[src/rtl/cpu_pkg.sv]
// Shared CPU definitions: opcode constants, fetch FSM encoding and address helpers.
// FETCH_TIMEOUT_EN adds the HALT state used by the fetch timeout.
package cpu_pkg;

   localparam logic [5:0] OP_RTYPE = 6'h00;
   localparam logic [5:0] OP_ADDI  = 6'h01;
   localparam logic [5:0] OP_ORI   = 6'h02;
   localparam logic [5:0] OP_ANDI  = 6'h03;
   localparam logic [5:0] OP_LW    = 6'h04;
   localparam logic [5:0] OP_SW    = 6'h05;
   localparam logic [5:0] OP_BEQ   = 6'h06;
   localparam logic [5:0] OP_BGT   = 6'h07;
   localparam logic [5:0] OP_J     = 6'h08;

   localparam logic [31:0] RESET_PC_DEFAULT = 32'h0000_0000;

`ifdef FETCH_TIMEOUT_EN
   typedef enum logic [1:0] {
      StIdle  = 2'd0,
      StFetch = 2'd1,
      StIssue = 2'd2,
      StHalt  = 2'd3
   } fetchStateT;
`else
   typedef enum logic [1:0] {
      StIdle  = 2'd0,
      StFetch = 2'd1,
      StIssue = 2'd2
   } fetchStateT;
`endif

   function automatic logic [31:0] wordAlign(input logic [31:0] addr);
      return {addr[31:2], 2'b00};
   endfunction

   // Branch displacement: sign-extended 16-bit word offset turned into a byte offset.
   function automatic logic [31:0] branchOffset(input logic [15:0] imm);
      return {{14{imm[15]}}, imm, 2'b00};
   endfunction

endpackage

[src/rtl/instr_fetch_unit_if.sv]
// Instruction-memory request/acknowledge bus between the fetch unit (master) and memory (slave).
interface instr_fetch_unit_if;

   logic        imem_req;
   logic [31:0] imem_addr;
   logic        imem_ack;
   logic [31:0] imem_rdata;

   modport master (
      output imem_req,
      output imem_addr,
      input  imem_ack,
      input  imem_rdata
   );

   modport slave (
      input  imem_req,
      input  imem_addr,
      output imem_ack,
      output imem_rdata
   );

endinterface

[src/rtl/next_pc_calc.sv]
// Combinational next-PC selection: jump beats a taken branch, which beats sequential (pc + 4).
module next_pc_calc
   import cpu_pkg::*;
(
   input  logic [31:0] pc,
   input  logic [31:0] instr,
   input  logic        jump,
   input  logic        branch_eq,
   input  logic        branch_gr,
   input  logic        alu_zero,
   input  logic        alu_gt,
   output logic [31:0] next_pc
);

   logic [31:0] seqPc;
   logic        branchTaken;
   logic        unusedOpcodeBits;

   assign unusedOpcodeBits = ^instr[31:26];

   always_comb begin
      seqPc       = pc + 32'd4;
      branchTaken = (branch_eq & alu_zero) | (branch_gr & alu_gt);
      if (jump) begin
         next_pc = {seqPc[31:28], instr[25:0], 2'b00};
      end else if (branchTaken) begin
         next_pc = seqPc + branchOffset(instr[15:0]);
      end else begin
         next_pc = seqPc;
      end
   end

endmodule

[src/rtl/instr_fetch_unit.sv]
// Fetch stage: owns the PC, fetches over a req/ack bus and presents one instruction at a time.
// Define FETCH_TIMEOUT_EN to add a bounded ack wait with a sticky fetch_err and HALT state.
module instr_fetch_unit
   import cpu_pkg::*;
#(
   parameter logic [31:0] RESET_PC       = RESET_PC_DEFAULT,
   parameter int unsigned TIMEOUT_CYCLES = 16
) (
   input  logic                clk,
   input  logic                rst,
   instr_fetch_unit_if.master  imem,
   input  logic                stall,
   input  logic                jump,
   input  logic                branch_eq,
   input  logic                branch_gr,
   input  logic                alu_zero,
   input  logic                alu_gt,
   output logic [31:0]         instr,
   output logic [5:0]          opcode,
   output logic                instr_valid,
   output logic [31:0]         pc,
   output logic                fetch_err
);

   fetchStateT  state;
   logic [31:0] pcReg;
   logic [31:0] addrReg;
   logic [31:0] instrReg;
   logic        reqReg;
   logic        validReg;
   logic [31:0] nextPc;

   next_pc_calc u_next_pc_calc (
      .pc        (pcReg),
      .instr     (instrReg),
      .jump      (jump),
      .branch_eq (branch_eq),
      .branch_gr (branch_gr),
      .alu_zero  (alu_zero),
      .alu_gt    (alu_gt),
      .next_pc   (nextPc)
   );

`ifdef FETCH_TIMEOUT_EN
   localparam int unsigned    CntW     = $clog2(TIMEOUT_CYCLES + 1);
   localparam logic [CntW-1:0] CntLimit = CntW'(TIMEOUT_CYCLES);

   logic [CntW-1:0] waitCnt;
   logic [CntW-1:0] waitCntInc;
   logic            errReg;

   // waitCntInc is the number of FETCH cycles completed once this one ends.
   assign waitCntInc = waitCnt + CntW'(1);
   assign fetch_err  = errReg;
`else
   localparam int unsigned unusedTimeout = TIMEOUT_CYCLES;

   assign fetch_err = 1'b0;
`endif

   always_ff @(posedge clk or posedge rst) begin
      if (rst) begin
         state    <= StIdle;
         pcReg    <= wordAlign(RESET_PC);
         addrReg  <= wordAlign(RESET_PC);
         instrReg <= 32'd0;
         reqReg   <= 1'b0;
         validReg <= 1'b0;
`ifdef FETCH_TIMEOUT_EN
         waitCnt  <= '0;
         errReg   <= 1'b0;
`endif
      end else begin
         unique case (state)
            StIdle: begin
               reqReg  <= 1'b1;
               addrReg <= pcReg;
               state   <= StFetch;
`ifdef FETCH_TIMEOUT_EN
               waitCnt <= '0;
`endif
            end
            StFetch: begin
               // An ack arriving on the expiring cycle still completes the fetch.
               if (imem.imem_ack) begin
                  instrReg <= imem.imem_rdata;
                  reqReg   <= 1'b0;
                  validReg <= 1'b1;
                  state    <= StIssue;
`ifdef FETCH_TIMEOUT_EN
               end else if (waitCntInc == CntLimit) begin
                  errReg   <= 1'b1;
                  reqReg   <= 1'b0;
                  state    <= StHalt;
               end else begin
                  waitCnt  <= waitCntInc;
`endif
               end
            end
            StIssue: begin
               if (!stall) begin
                  pcReg    <= wordAlign(nextPc);
                  addrReg  <= wordAlign(nextPc);
                  reqReg   <= 1'b1;
                  validReg <= 1'b0;
                  state    <= StFetch;
`ifdef FETCH_TIMEOUT_EN
                  waitCnt  <= '0;
`endif
               end
            end
`ifdef FETCH_TIMEOUT_EN
            StHalt: begin
               reqReg   <= 1'b0;
               validReg <= 1'b0;
            end
`endif
            default: begin
               reqReg   <= 1'b0;
               validReg <= 1'b0;
               state    <= StIdle;
            end
         endcase
      end
   end

   assign imem.imem_req  = reqReg;
   assign imem.imem_addr = addrReg;
   assign instr          = instrReg;
   assign opcode         = instrReg[31:26];
   assign instr_valid    = validReg;
   assign pc             = pcReg;

endmodule

[src/flat_wrapper.sv]
// flat-port wrapper written by rule: the top's interface ports become plain ports
module instr_fetch_unit_flat import cpu_pkg::*;
#(
   parameter logic [31:0] RESET_PC       = RESET_PC_DEFAULT,
   parameter int unsigned TIMEOUT_CYCLES = 16
)
  (clk, rst, stall, jump, branch_eq, branch_gr, alu_zero, alu_gt, instr, opcode, instr_valid, pc, fetch_err, imem_imem_req, imem_imem_addr, imem_imem_ack, imem_imem_rdata);
  instr_fetch_unit_if imem_i ();
  input  logic clk;
  input  logic rst;
  input  logic stall;
  input  logic jump;
  input  logic branch_eq;
  input  logic branch_gr;
  input  logic alu_zero;
  input  logic alu_gt;
  output logic [31:0] instr;
  output logic [5:0] opcode;
  output logic instr_valid;
  output logic [31:0] pc;
  output logic fetch_err;
  output wire logic [$bits(imem_i.imem_req)-1:0] imem_imem_req;
  output wire logic [$bits(imem_i.imem_addr)-1:0] imem_imem_addr;
  input wire logic [$bits(imem_i.imem_ack)-1:0] imem_imem_ack;
  input wire logic [$bits(imem_i.imem_rdata)-1:0] imem_imem_rdata;
  assign imem_imem_req = imem_i.imem_req;
  assign imem_imem_addr = imem_i.imem_addr;
  assign imem_i.imem_ack = imem_imem_ack;
  assign imem_i.imem_rdata = imem_imem_rdata;
  instr_fetch_unit #(.RESET_PC(RESET_PC), .TIMEOUT_CYCLES(TIMEOUT_CYCLES)) u_core (.clk(clk), .rst(rst), .imem(imem_i), .stall(stall), .jump(jump), .branch_eq(branch_eq), .branch_gr(branch_gr), .alu_zero(alu_zero), .alu_gt(alu_gt), .instr(instr), .opcode(opcode), .instr_valid(instr_valid), .pc(pc), .fetch_err(fetch_err));
endmodule
[config.mk]
export PLATFORM = sky130hd
export DESIGN_NAME = instr_fetch_unit_flat
export DESIGN_NICKNAME = d
export VERILOG_FILES = /design/src/rtl/cpu_pkg.sv /design/src/rtl/instr_fetch_unit_if.sv /design/src/rtl/next_pc_calc.sv /design/src/rtl/instr_fetch_unit.sv /design/src/flat_wrapper.sv
export SDC_FILE = /design/constraint.sdc
export NUM_CORES = 1
export LEC_CHECK = 0
export ABC_CLOCK_PERIOD_IN_PS = 6400
export CORE_MARGIN = 2
export CORE_UTILIZATION = 25
export CTS_BUF_LIST = sky130_fd_sc_hd__clkbuf_16
export DETAILED_ROUTE_END_ITERATION = 10
export GPL_TIMING_DRIVEN = 0
export MAX_ROUTING_LAYER = met4
export PLACE_DENSITY = 0.51
export RECOVER_POWER = 25
export SETUP_SLACK_MARGIN = 0.5
export SYNTH_ARGS = -nofsm -noshare
export SYNTH_HDL_FRONTEND = slang
export SYNTH_SLANG_ARGS = --single-unit
[constraint.sdc]
create_clock -name clk -period 6.4 [get_ports clk]
set_input_delay 1.92 -clock clk [delete_from_list [all_inputs] [get_ports clk]]
set_output_delay 1.92 -clock clk [all_outputs]
set_load 0.02 [all_outputs]
* After elaboration in Yosys (flattened, before gate mapping)
Index checks and enable logic that the tools add are counted.
W data, S select, Z words.
** Operators by class
- Multiplexer cells :: 13
- Equal/unequal tests :: 4
- Reductions and logical operators :: 7
- Bitwise logic cells :: 5
- Add/subtract/negate cells :: 2
** Operators by type and width (count)
- $mux W32 :: 3
- $pmux W32 S2 :: 1
- $add A32 B3 Y32 const B :: 1
- $add A32 B32 Y32 :: 1
- $reduce_and A2 Y1 :: 4
- $pmux W1 S3 :: 2
- $pmux W2 S3 :: 1
- $mux W1 :: 4
- $mux W2 :: 2
- $ne A2 B2 Y1 const B :: 2
- $reduce_and A3 Y1 :: 1
- $and A1 B1 Y1 :: 2
- $eq A2 B1 Y1 const B :: 1
- $eq A2 B2 Y1 const B :: 1
- $logic_not A2 Y1 :: 1
- $not A1 Y1 :: 2
- $reduce_bool A2 Y1 :: 1
- $or A1 B1 Y1 :: 1
** Storage, ports and cells
- Bits in registers :: 98
- Input port bits :: 41
- Word-level logic and storage cells :: 37

* Logic depth before layout (Yosys ltp)
- Depth in word-level cells :: 6
- Mapped depth :: 16
- Gate-level depth less buffers :: 15

* Hierarchy
Synthesis repeated with hierarchy kept, for this count alone.
** Second synthesis, totals
- Cells, all modules :: 750
- Area, all modules :: 7447.1 µm²
** By module, submodules not included
- instr_fetch_unit :: area an instance 4625.7 µm², seq. area each 2377.3 µm², times used 1, cells an instance 326
- next_pc_calc :: area an instance 2821.5 µm², seq. area each 0.0 µm², times used 1, cells an instance 424

* Worst setup path after synthesis
No wires, ideal clock.
- Path kind :: reg-to-reg
- Start point :: register u_core.pcReg[4], in the netlist u_core.pc[4]
- End point :: register u_core.pcReg[27], in the netlist u_core.pc[27]
- Library setup time :: 0.065 ns
- Stages on the path, launching flop included :: 16
- Data required time :: 6.335 ns
- Clock period less this slack :: 3.379 ns
- Slack :: 3.021 ns
- Data arrival time :: 3.314 ns
- Cells stage by stage :: dfrtp_1 > and4_1 > nand4_4 > nor2_1 > xor2_1 > ha_1 > buf_2 > a21oi_1 > o2111ai_1 > a211oi_1 > a21oi_1 > o21ai_1 > xnor2_1 > nor2_1 > nor4_1 > a211o_1
** On the way
- Cells in the longest elaborated chain, start to end :: 4
** RTL lines
- from (decl) :: RTL line instr_fetch_unit.sv:26 : logic [31:0] pcReg;
- from (signal assigned) :: RTL line instr_fetch_unit.sv:64 : pcReg <= wordAlign(RESET_PC);
- from (signal assigned) :: RTL line instr_fetch_unit.sv:102 : pcReg <= wordAlign(nextPc);
- $add A32 B3 Y32 (*) :: RTL line next_pc_calc.sv:22 : seqPc = pc + 32'd4;
- $add A32 B32 Y32 :: RTL line next_pc_calc.sv:27 : next_pc = seqPc + branchOffset(instr[15:0]);
- $mux W32 (*) :: RTL line next_pc_calc.sv:26 : end else if (branchTaken) begin
- $mux W32 (*) :: RTL line next_pc_calc.sv:24 : if (jump) begin
Every way passes the cells marked *; elsewhere a longest branch is shown, timed or not.
A chain may end at the register's enable or synchronous reset.

==> summary.md <==
| Metric | Value |
|---|---|
| Post CTS Setup Buffer Count | 0 |
| Final design area excluding fillers | 8610 µm² |
| Final wirelength | 23400 µm |
| Clock Latency Late Sink | 0.36 ns |
| Synthesized area per cell | between 9 and 10 µm² |
| Maximum buffer depth of the clock tree | 2 |
| Setup tns final | 0 ns |
| CTS Buf Count | 9 |
| Post-CTS Resized | 0 |
| DP Wirelength | between 15000 and 20000 µm |
| Yosys reg bits | 95 |
| Pins Over Slew Limit | 98 |
| Area after DPL | 8320 µm² |
| Distinct cells, synth | 65 |
| Power Dens Cells | 625 nW/µm² |
| # rows | 58 |
| GR Overflow Total | 0 |
| Total GRT Usage | 17.9% |
| CP required | 6.61 ns |
| Hold bufs inserted after CTS | 0 |
| Power consumption | 0.00538 W |
| Cell depth of the worst setup path | 3 |
| ANT cells | 0 |
| Ratio of cells with drive above 1 in the final layout | 8.19% |
| CP endpoint kind | async pin |
| Critical path class | in2async |
| Clk slew on worst S/H paths | 0.09 ns |
| Clock Sinks | 95 |
| Layout area overhead | 33.0% |
| Mapped Cells | just over 700 |
| Core ar. | between 20000 and 30000 µm² |
| Status | finished, violations left |
| Die Y | 165 µm |
| Starting Density | 25.6% |
| Fin nets | roughly 950 |
| I/O pin count | 146 |
| Post-route ant nets | 0 |
| Crit path max-delay cell type | clkbuf_2 |
| Post-Layout Cell Count | 1209 |
| Fmax | approximately 0.21 GHz |
| CP max stage delay | 1.28 ns |
| Hold WS | 0.513 ns |
| Worst R2R Path Depth | 15 |
| CP arrival | 4.86 ns |
| DR WL/cell | approximately 19 µm |
| Drt first pass iters | 5 |
| Lkg Pwr | 3.60 nW |
| WP buf/inv | 3 |
| DR iter-0 viols | 422 |
| Vias in the first global route | 5964 |
| Placed cells | around 1200 |
| Vias/cell | 5.10 |
| Actual slew at the worst max-slew pin | 1.83 ns |
| Largest net degree at the start of global routing | 60 |
| First-pass GRT wire length | ~35000 µm |
| Hold path cells | 1 |
| Crit-path max FO | 59 |
| Max_cap viols | 2 |
| Routed via count | 6164 |
| HP Start | u_core.imem.imem_addr[27] |
| Fillers | between 2000 and 3000 |
| CTS tree | done |
| CP cell instances | dlygate4sd3_1 -> clkinvlp_2 -> clkbuf_2 |
| YS warnings | 0 |
| Sequential area share after synthesis | between 30% and 40% |
| Reg-to-Reg Start | u_core.pc[4] |
| Final setup viols | 0 |
| H-tree Lvls | 3 |
| Port bufs | 139 |
| Failing checks | max-capacitance violations, max-slew violations |
| Dominant synthesized flop cell | dfrtp_1 |
| Hold endpoint | u_core.imem.imem_addr[27] |
| Min-delay worst type | reg2reg |
| Family with the most delay on the worst path | buffers and inverters |
| Rel. slew slack | -22.5% |
| Worst vdd ir | 0.218 mV |
| CTS root buf | clkbuf_16 |
| Mapped Area | 6470 µm² |
| Setup slack, reg-to-reg | 2.00 ns |
| Crit path time final | 4.65 ns |
| EDFF count, synth | 0 |
| Layout Skew | 0.00874 ns |
| RD Place Congestion | 0.858 |
| # DRC | 0 |
| Overall die area | ~27000 µm² |
| Die Width | 165 µm |
| Final Hold Fails | 0 |
| RSZ-0062 raised after global routing | false |
| Final worst path period share | between 70% and 80% |
| RR Endpoint | u_core.pc[27] |
| Initial antenna violation count | 0 |
| Nature of the critical path startpoint | input pin |
| Asr flop ratio synth | 100% |
==> worst max path at each step <==
stage,startpoint,end,slack (ns)
after floorplan,rst,u_core.imem.imem_addr[10],2.00
after detailed placement,stall,u_core.imem.imem_addr[21],1.80
after CTS,u_core.pc[4],u_core.pc[27],2.06
after global placement,rst,u_core.instr[5],0.18
final,rst,u_core.instr[5],1.75
after global routing,rst,u_core.instr[5],1.17
==> cell families (layout without fill, tap and decap cells) <==
logic type / count (synthesis) / count (layout) / share of synthesized area (%)
XOR/XNOR: 55 / 55 / 7.44
multiplexers: 35 / 35 / 6.03
buffers and inverters: 55 / 211 / 3.87
adder cells (fa/ha/maj): 38 / 38 / 7.46
flip-flops: 95 / 95 / 36.7
AND/OR/NAND/NOR: 214 / 214 / 15.2
other: 1 / 5 / 0.0579
AO/OA/AOI/OAI: 226 / 226 / 23.2
==> cells in the final DEF (no fill, tap or decap), types with 9 or more instances in the layout <==
master / n
clkbuf_1: 29
clkbuf_16: 9
mux2_2: 32
nand2_1: 94
o21ai_0: 49
a21o_1: 20
nand3_1: 20
nor2_1: 48
o211ai_1: 17
a21oi_1: 48
xor2_1: 18
o21ai_1: 10
ha_1: 37
xnor2_1: 37
clkdlybuf4s50_1: 138
dfrtp_1: 95
nand4_1: 11
buf_4: 11
and3_1: 10
a22oi_1: 16
==> report_power, final <==
part           internal [W]  switching [W]  total, W
clock              0.000281       0.000305  0.000587
sequential         0.000885       0.000441   0.00133
combinational       0.00155        0.00191   0.00347
total               0.00272        0.00266   0.00538
==> synthesized netlist by cell type (all sizes together), types with 2 or more instances <==
cell     n  area share, %
a22o     6           0.81
a211o    6           0.81
xor2    18            2.4
a22oi   16            1.9
o21a     4           0.46
and4     4           0.54
a222oi   3           0.46
mux2    32            5.6
a211oi   7           0.81
and3    10           0.97
dfrtp   95             37
nor3     7           0.62
nor2b    5           0.48
o32ai    6           0.81
o221ai   2           0.27
a21boi   2           0.29
xnor2   37            5.0
nand4   12            1.4
nand3   20            1.5
a221oi   2           0.27
clkbuf  29            1.7
nand2   94            5.5
or3      2           0.19
and2     4           0.39
o22ai    4           0.39
a21o    20            2.3
or2      3           0.29
o21bai   3           0.35
buf     16            1.6
o211ai  18            2.2
o21ai   59            4.6
ha      37            7.2
o31ai    2           0.23
a221o    2           0.31
inv      9           0.52
a41oi    3           0.41
nand2b   2           0.19
nor2    48            2.8
a31oi    3           0.39
a21oi   49            4.0
mux2i    3           0.46
==> final cells by class <==
| class | instances | area [µm²] | area share (%) |
|---|---|---|---|
| multi-input combinational | 573 | 3860 | 44.8 |
| sequential | 95 | 2380 | 27.6 |
| timing repair buffer | 140 | 1400 | 16.2 |
| tap | 330 | 413 | 4.80 |
| clock buffer | 9 | 225 | 2.62 |
| buffer | 45 | 213 | 2.47 |
| clock inverter | 7 | 86.3 | 1.00 |
| inverter | 10 | 38.8 | 0.451 |
==> layer usage <==
layer | share of wire, % | global-route usage, %
met2 | 45 | 27.7
met4 | 1.3 | 3.56
met1 | 47 | 24.5
met3 | 7.1 | 3.34
met5 | 0 | -
==> state kept, by name, indices dropped and copies added (netlist names) <==
name                   count
u_core.instr              32
u_core.imem.imem_addr     30
u_core.pc                 30
u_core.imem.imem_req       1
u_core.instr_valid         1
u_core.state               1
==> per-stage QoR <==
stage	utilization, %	setup slack, ns
after floorplan	-	2.00
after CTS	34.1	2.06
after global placement	32.7	0.185
after global routing	34.0	1.17
final	34.0	1.75
after detailed placement	32.9	1.80
Note: power is estimated with default switching activity, not from simulation.
